**src/rtl/multi_key_beep_if.sv**
```systemverilog
// Key/buzzer signal bundle for multi_key_beep.
// The controller takes the slave view; the board top or a bench takes the master view.
interface multi_key_beep_if #(
    parameter int KEY_NUM = 4
);
    logic [KEY_NUM-1:0] key;
    logic [KEY_NUM-1:0] key_value;
    logic [KEY_NUM-1:0] key_flag;
    logic               busy;
    logic               beep;

    modport master (output key, input key_value, key_flag, busy, beep);
    modport slave  (input key, output key_value, key_flag, busy, beep);
endinterface

```
**src/rtl/multi_key_beep.sv**
```systemverilog
// Per-key debounce with press strobes, driving one buzzer with an (i+1)-beep chirp for key i.
// state | meaning: IDLE | waiting for a press strobe; ON | beep interval; OFF | silence between beeps
module multi_key_beep #(
    parameter int KEY_NUM       = 4,
    parameter int DEBOUNCE_CNT  = 1_000_000,
    parameter int BEEP_ON_CNT   = 5_000_000,
    parameter int BEEP_OFF_CNT  = 5_000_000,
    parameter int TONE_HALF_CNT = 0
) (
    input  logic              sys_clk,
    input  logic              sys_rst,
    multi_key_beep_if.slave   kb
);
    localparam int DB_W   = (DEBOUNCE_CNT > 1) ? $clog2(DEBOUNCE_CNT) : 1;
    localparam int PH_MAX = (BEEP_ON_CNT > BEEP_OFF_CNT) ? BEEP_ON_CNT : BEEP_OFF_CNT;
    localparam int PH_W   = (PH_MAX > 1) ? $clog2(PH_MAX) : 1;
    localparam int REM_W  = $clog2(KEY_NUM + 1);
    localparam int TN_W   = (TONE_HALF_CNT > 1) ? $clog2(TONE_HALF_CNT) : 1;

    localparam logic [DB_W-1:0] DB_LAST  = DB_W'(DEBOUNCE_CNT - 1);
    localparam logic [PH_W-1:0] ON_LAST  = PH_W'(BEEP_ON_CNT - 1);
    localparam logic [PH_W-1:0] OFF_LAST = PH_W'(BEEP_OFF_CNT - 1);
    localparam logic [TN_W-1:0] TN_LAST  = TN_W'((TONE_HALF_CNT > 0) ? TONE_HALF_CNT - 1 : 0);

    localparam logic [1:0] S_IDLE = 2'd0;
    localparam logic [1:0] S_ON   = 2'd1;
    localparam logic [1:0] S_OFF  = 2'd2;

    logic [KEY_NUM-1:0] sync1_q, sync_q;
    logic [KEY_NUM-1:0] val_q, val_d;
    logic [KEY_NUM-1:0] flag_q, flag_d;
    logic [DB_W-1:0]    db_cnt_q [KEY_NUM];
    logic [DB_W-1:0]    db_cnt_d [KEY_NUM];

    logic [1:0]       state_q, state_d;
    logic [REM_W-1:0] rem_q, rem_d, win_rem;
    logic [PH_W-1:0]  ph_q, ph_d;
    logic [TN_W-1:0]  tone_cnt_q, tone_cnt_d;
    logic             tone_lvl_q, tone_lvl_d;
    logic             beep_q, beep_d;
    logic             busy_q, busy_d;

    always_comb begin
        val_d  = val_q;
        flag_d = '0;
        for (int i = 0; i < KEY_NUM; i++) begin
            db_cnt_d[i] = '0;
            if (sync_q[i] != val_q[i]) begin
                if (db_cnt_q[i] == DB_LAST) begin
                    val_d[i]  = sync_q[i];
                    flag_d[i] = ~sync_q[i];
                end else begin
                    db_cnt_d[i] = db_cnt_q[i] + DB_W'(1);
                end
            end
        end
    end

    // Descending scan so the lowest set strobe is the one that sticks.
    always_comb begin
        win_rem = '0;
        for (int i = KEY_NUM - 1; i >= 0; i--) begin
            if (flag_q[i]) win_rem = REM_W'(i + 1);
        end
    end

    always_comb begin
        state_d    = state_q;
        rem_d      = rem_q;
        ph_d       = ph_q + PH_W'(1);
        tone_cnt_d = (TONE_HALF_CNT > 0) ? tone_cnt_q + TN_W'(1) : '0;
        tone_lvl_d = tone_lvl_q;
        case (state_q)
            S_IDLE: begin
                ph_d = '0;
                if (|flag_q) begin
                    state_d = S_ON;
                    rem_d   = win_rem;
                end
            end
            S_ON: begin
                if (ph_q == ON_LAST) begin
                    ph_d = '0;
                    if (rem_q == REM_W'(1)) begin
                        state_d = S_IDLE;
                    end else begin
                        rem_d   = rem_q - REM_W'(1);
                        state_d = S_OFF;
                    end
                end
            end
            S_OFF: begin
                if (ph_q == OFF_LAST) begin
                    ph_d    = '0;
                    state_d = S_ON;
                end
            end
            default: begin
                state_d = S_IDLE;
                ph_d    = '0;
            end
        endcase

        // Tone phase restarts high on every ON entry so each beep sounds identical.
        if (state_d != S_ON) begin
            tone_cnt_d = '0;
            tone_lvl_d = 1'b0;
        end else if (state_q != S_ON) begin
            tone_cnt_d = '0;
            tone_lvl_d = 1'b1;
        end else if (TONE_HALF_CNT > 0 && tone_cnt_q == TN_LAST) begin
            tone_cnt_d = '0;
            tone_lvl_d = ~tone_lvl_q;
        end

        beep_d = (state_d == S_ON) && tone_lvl_d;
        busy_d = (state_d != S_IDLE);
    end

    always_ff @(posedge sys_clk or posedge sys_rst) begin
        if (sys_rst) begin
            sync1_q    <= '1;
            sync_q     <= '1;
            val_q      <= '1;
            flag_q     <= '0;
            for (int i = 0; i < KEY_NUM; i++) db_cnt_q[i] <= '0;
            state_q    <= S_IDLE;
            rem_q      <= '0;
            ph_q       <= '0;
            tone_cnt_q <= '0;
            tone_lvl_q <= 1'b0;
            beep_q     <= 1'b0;
            busy_q     <= 1'b0;
        end else begin
            sync1_q    <= kb.key;
            sync_q     <= sync1_q;
            val_q      <= val_d;
            flag_q     <= flag_d;
            for (int i = 0; i < KEY_NUM; i++) db_cnt_q[i] <= db_cnt_d[i];
            state_q    <= state_d;
            rem_q      <= rem_d;
            ph_q       <= ph_d;
            tone_cnt_q <= tone_cnt_d;
            tone_lvl_q <= tone_lvl_d;
            beep_q     <= beep_d;
            busy_q     <= busy_d;
        end
    end

    assign kb.key_value = val_q;
    assign kb.key_flag  = flag_q;
    assign kb.busy      = busy_q;
    assign kb.beep      = beep_q;
endmodule
```
**src/flat_wrapper.sv**
```systemverilog
// flat-port wrapper written by rule: the top's interface ports become plain ports
module multi_key_beep_flat 
#(
    parameter int KEY_NUM       = 4,
    parameter int DEBOUNCE_CNT  = 1_000_000,
    parameter int BEEP_ON_CNT   = 5_000_000,
    parameter int BEEP_OFF_CNT  = 5_000_000,
    parameter int TONE_HALF_CNT = 0
)
  (sys_clk, sys_rst, kb_key, kb_key_value, kb_key_flag, kb_busy, kb_beep);
  multi_key_beep_if #(.KEY_NUM(KEY_NUM)) kb_i ();
  input  logic sys_clk;
  input  logic sys_rst;
  input wire logic [$bits(kb_i.key)-1:0] kb_key;
  output wire logic [$bits(kb_i.key_value)-1:0] kb_key_value;
  output wire logic [$bits(kb_i.key_flag)-1:0] kb_key_flag;
  output wire logic [$bits(kb_i.busy)-1:0] kb_busy;
  output wire logic [$bits(kb_i.beep)-1:0] kb_beep;
  assign kb_i.key = kb_key;
  assign kb_key_value = kb_i.key_value;
  assign kb_key_flag = kb_i.key_flag;
  assign kb_busy = kb_i.busy;
  assign kb_beep = kb_i.beep;
  multi_key_beep #(.KEY_NUM(KEY_NUM), .DEBOUNCE_CNT(DEBOUNCE_CNT), .BEEP_ON_CNT(BEEP_ON_CNT), .BEEP_OFF_CNT(BEEP_OFF_CNT), .TONE_HALF_CNT(TONE_HALF_CNT)) u_core (.sys_clk(sys_clk), .sys_rst(sys_rst), .kb(kb_i));
endmodule
```
**config.mk**
```make
export PLATFORM = sky130hd
export DESIGN_NAME = multi_key_beep_flat
export DESIGN_NICKNAME = d
export VERILOG_FILES = /design/src/rtl/multi_key_beep_if.sv /design/src/rtl/multi_key_beep.sv /design/src/flat_wrapper.sv
export SDC_FILE = /design/constraint.sdc
export NUM_CORES = 1
export LEC_CHECK = 0
export ABC_AREA = 1
export CAP_MARGIN = 20
export CORE_ASPECT_RATIO = 1.4
export CORE_UTILIZATION = 45
export DETAILED_ROUTE_END_ITERATION = 10
export SLEW_MARGIN = 20
export SYNTH_ARGS = -nofsm -noshare
export SYNTH_HDL_FRONTEND = slang
export SYNTH_SLANG_ARGS = --single-unit
export TNS_END_PERCENT = 50
```
**constraint.sdc**
```tcl
create_clock -name sys_clk -period 8.3 [get_ports sys_clk]
set_clock_uncertainty 0.2 [all_clocks]
set_input_delay 0.83 -clock sys_clk [delete_from_list [all_inputs] [get_ports sys_clk]]
set_output_delay 0.83 -clock sys_clk [all_outputs]
set_load 0.005 [all_outputs]
```
==> results.yml <==
setup_path:
  crit_family: "flip-flops"
  critical_path_buf_inv_count: 1
  crit_type: "flop to output port"
  crit_required_ps: 7270
  worstPathCellList: "clkdlybuf4s50_1"
  cp.arrival_ps: 1480
  start_kind: "flop"
  critPathMaxFanout: 3
  cpPeakStageDelay_ps: 540
  cp-end-kind: "output port"
  critPathSlowestCell: "dfstp_2"
placed_design:
  hpwlAfterDp_mm: 10.8
  dp_slack_ps: 5530
  port_buffers: 15
  routabilityCongestion: 0.862
detailed_routing:
  met1_length_mm: 6.26
  vias_per_cell: 5.06
  drt_iter0_drc: 173
  met2WireLength_mm: 7.71
  dr_total_vias: 5642
  dr_wl_met3_um: 449
  wl_mm: 14.8
  detail_route.first_pass.iterations: 5
  postRouteAntennaNets: 0
  drc_errors: 0
  highest_layer: "met4"
  avgRoutedWirePerCell_um: 13.3
layout:
  final_core_util: 0.528
  final_nets: 928
  drive_gt1_frac: 0.103
  area_growth_pct: 14.3
  diodes: 0
floorplan:
  dieArea_sq_um: 16000
  start_util: 0.462
  ios: 16
  die_h_um: 149
  placementRows: 53
  die-width_um: 107
  coreArea_sq_um: 15100
synthesis:
  synth_cell_types: 40
  yosys_warnings: 0
  syn-num-nets: 898
  synth_area_sq_um: 6950
  syn-instance-count: 881
  ys_seq_area_frac: 0.456
  synth-seq-cells: 126
  synth.avg_cell_area_sq_um: 7.89
status:
  outcome: "completed"
timing:
  period_minus_slack_ps: 2510
  rsz0062_at_grt: "no"
  relSlewSlack: 0.544
  setup_viol: 0
  fin_ws_ps: 5790
  setup_tns_ps: 0
  fin_crit_sh: 0.303
  finalMaxSlewViolations: 0
  hold_slack_ps: 155
  clock.fmax_mhz: 398
  hold_viol: 0
  tightest_slew_ps: 684
global_routing:
  antenna_found_initial: 0
  grt_overflow_total: 0
  grtUsageTotal: 0.203
  grt_pass1_vias: 5672
  grt_pass1_wl_mm: 25.2
  grt_max_degree: 76
cts:
  clock_path_buffers: 2
  post_cts_resized: 0
  postCtsSetupBuffers: 0
  clkSlewWorstSetupHoldPaths_ps: 60
  htreeDepth: 4
  cts-root-buf: "clkbuf_16"
  cts_tree: "built"
  numClockSinks: 126
  cts_made_buffers: 17
  cts_hold_buf: 0
  insertion_delay_ps: 420
pwr:
  powerDensity_nw_per_um2: 181
  peakVddDrop_mv: 0.111
  p_leak_uw: 0.00339
flow_run:
  cap_violations: 0
worst_hold_path:
  hold_class: "flop to flop"
cell type report:
type                            count  area (sq um)
Fill cell                        1436          7110
Sequential cell                   126          3170
Inverter                          128           485
Tap cell                          192           240
Clock buffer                       18           439
Multi-Input combinational cell    622          3270
Clock inverter                     14           184
Timing Repair Buffer               16           158
metrics by stage:
stage	std cells	instance area (sq um)	power, uW
floorplan	881	6950	664
global placement	1084	7320	675
global route	1116	7950	1490
finish	1116	7950	1440
detailed placement	1084	7320	676
CTS	1116	7950	1460
cells in the final DEF (no fill, tap or decap), types with 14 or more instances in the layout:
cell type,netlist,routed
clkbuf_16,0,17
nor2_1,173,173
nand4_1,27,27
nor3_1,49,49
nand3_1,45,45
inv_1,123,122
o21ai_0,14,14
clkdlybuf4s50_1,0,15
a21oi_1,20,20
dfrtp_1,114,114
xor2_1,41,41
nand2_1,157,157
synth_stat cells, drive strengths merged:
library cell | count | area [sq um]
o21a | 1 | 7.51
a31oi | 4 | 25.0
ha | 11 | 138
nor3b | 6 | 55.1
nor4 | 9 | 86.3
inv | 126 | 473
nand3b | 3 | 26.3
a21oi | 20 | 100
buf | 3 | 23.8
xnor2 | 11 | 96.3
dfstp | 12 | 315
o21ai | 17 | 85.1
nand3 | 53 | 305
or2 | 7 | 43.8
xor2 | 41 | 359
a32oi | 1 | 8.76
and3 | 3 | 18.8
dfrtp | 114 | 2850
clkbuf | 2 | 7.51
nor2 | 180 | 698
nand2 | 164 | 633
clkinv | 2 | 7.51
nor3 | 61 | 378
nand4 | 30 | 206
power breakdown:
part / internal, uW / switching [uW]
combinational: 8.49 / 26.1
sequential: 623 / 5.69
clock: 485 / 290
total: 1120 / 322
registers in the layout (all words and copies together), names as in the netlist:
name / flops
u_core.db_cnt_q: 80
u_core.ph_q: 23
u_core.kb.key_flag: 4
u_core.kb.key_value: 4
u_core.sync1_q: 4
u_core.sync_q: 4
u_core.rem_q: 3
u_core.state_q: 2
u_core.kb.beep: 1
u_core.kb.busy: 1
worst paths after layout:
check,start,end,slack (ps),cells after the start
max,u_core.kb.key_value[2]$_DFFE_PP1P_,kb_key_value[2],5790,1
min,u_core.sync1_q[1]$_DFF_PP1_,u_core.sync_q[1]$_DFF_PP1_,160,0
max reg2reg,u_core.db_cnt_q[20]$_DFF_PP0_,u_core.db_cnt_q[34]$_DFF_PP0_,6290,6
min reg2reg,u_core.sync1_q[1]$_DFF_PP1_,u_core.sync_q[1]$_DFF_PP1_,160,0
max in group asynchronous,sys_rst,u_core.ph_q[5]$_DFF_PP0_,6070,3
min in group asynchronous,sys_rst,u_core.db_cnt_q[67]$_DFF_PP0_,700,2
per-layer routing:
layer,global-route usage,vias up
li1,-,2883
met1,0.225,2610
met2,0.363,112
met3,0.0415,37
met4,0.104,0
met5,0,-
kinds of logic (layout without fill, tap and decap cells):
family	Yosys count	in the layout	synth area share
flip-flops	126	126	0.456
XOR/XNOR	52	52	0.0655
AND/OR/NAND/NOR	516	516	0.353
AO/OA/AOI/OAI	43	43	0.0326
adder cells (fa/ha/maj)	11	11	0.0198
buffers and inverters	133	176	0.0736
No activity file was read; power rests on OpenSTA's default activity.
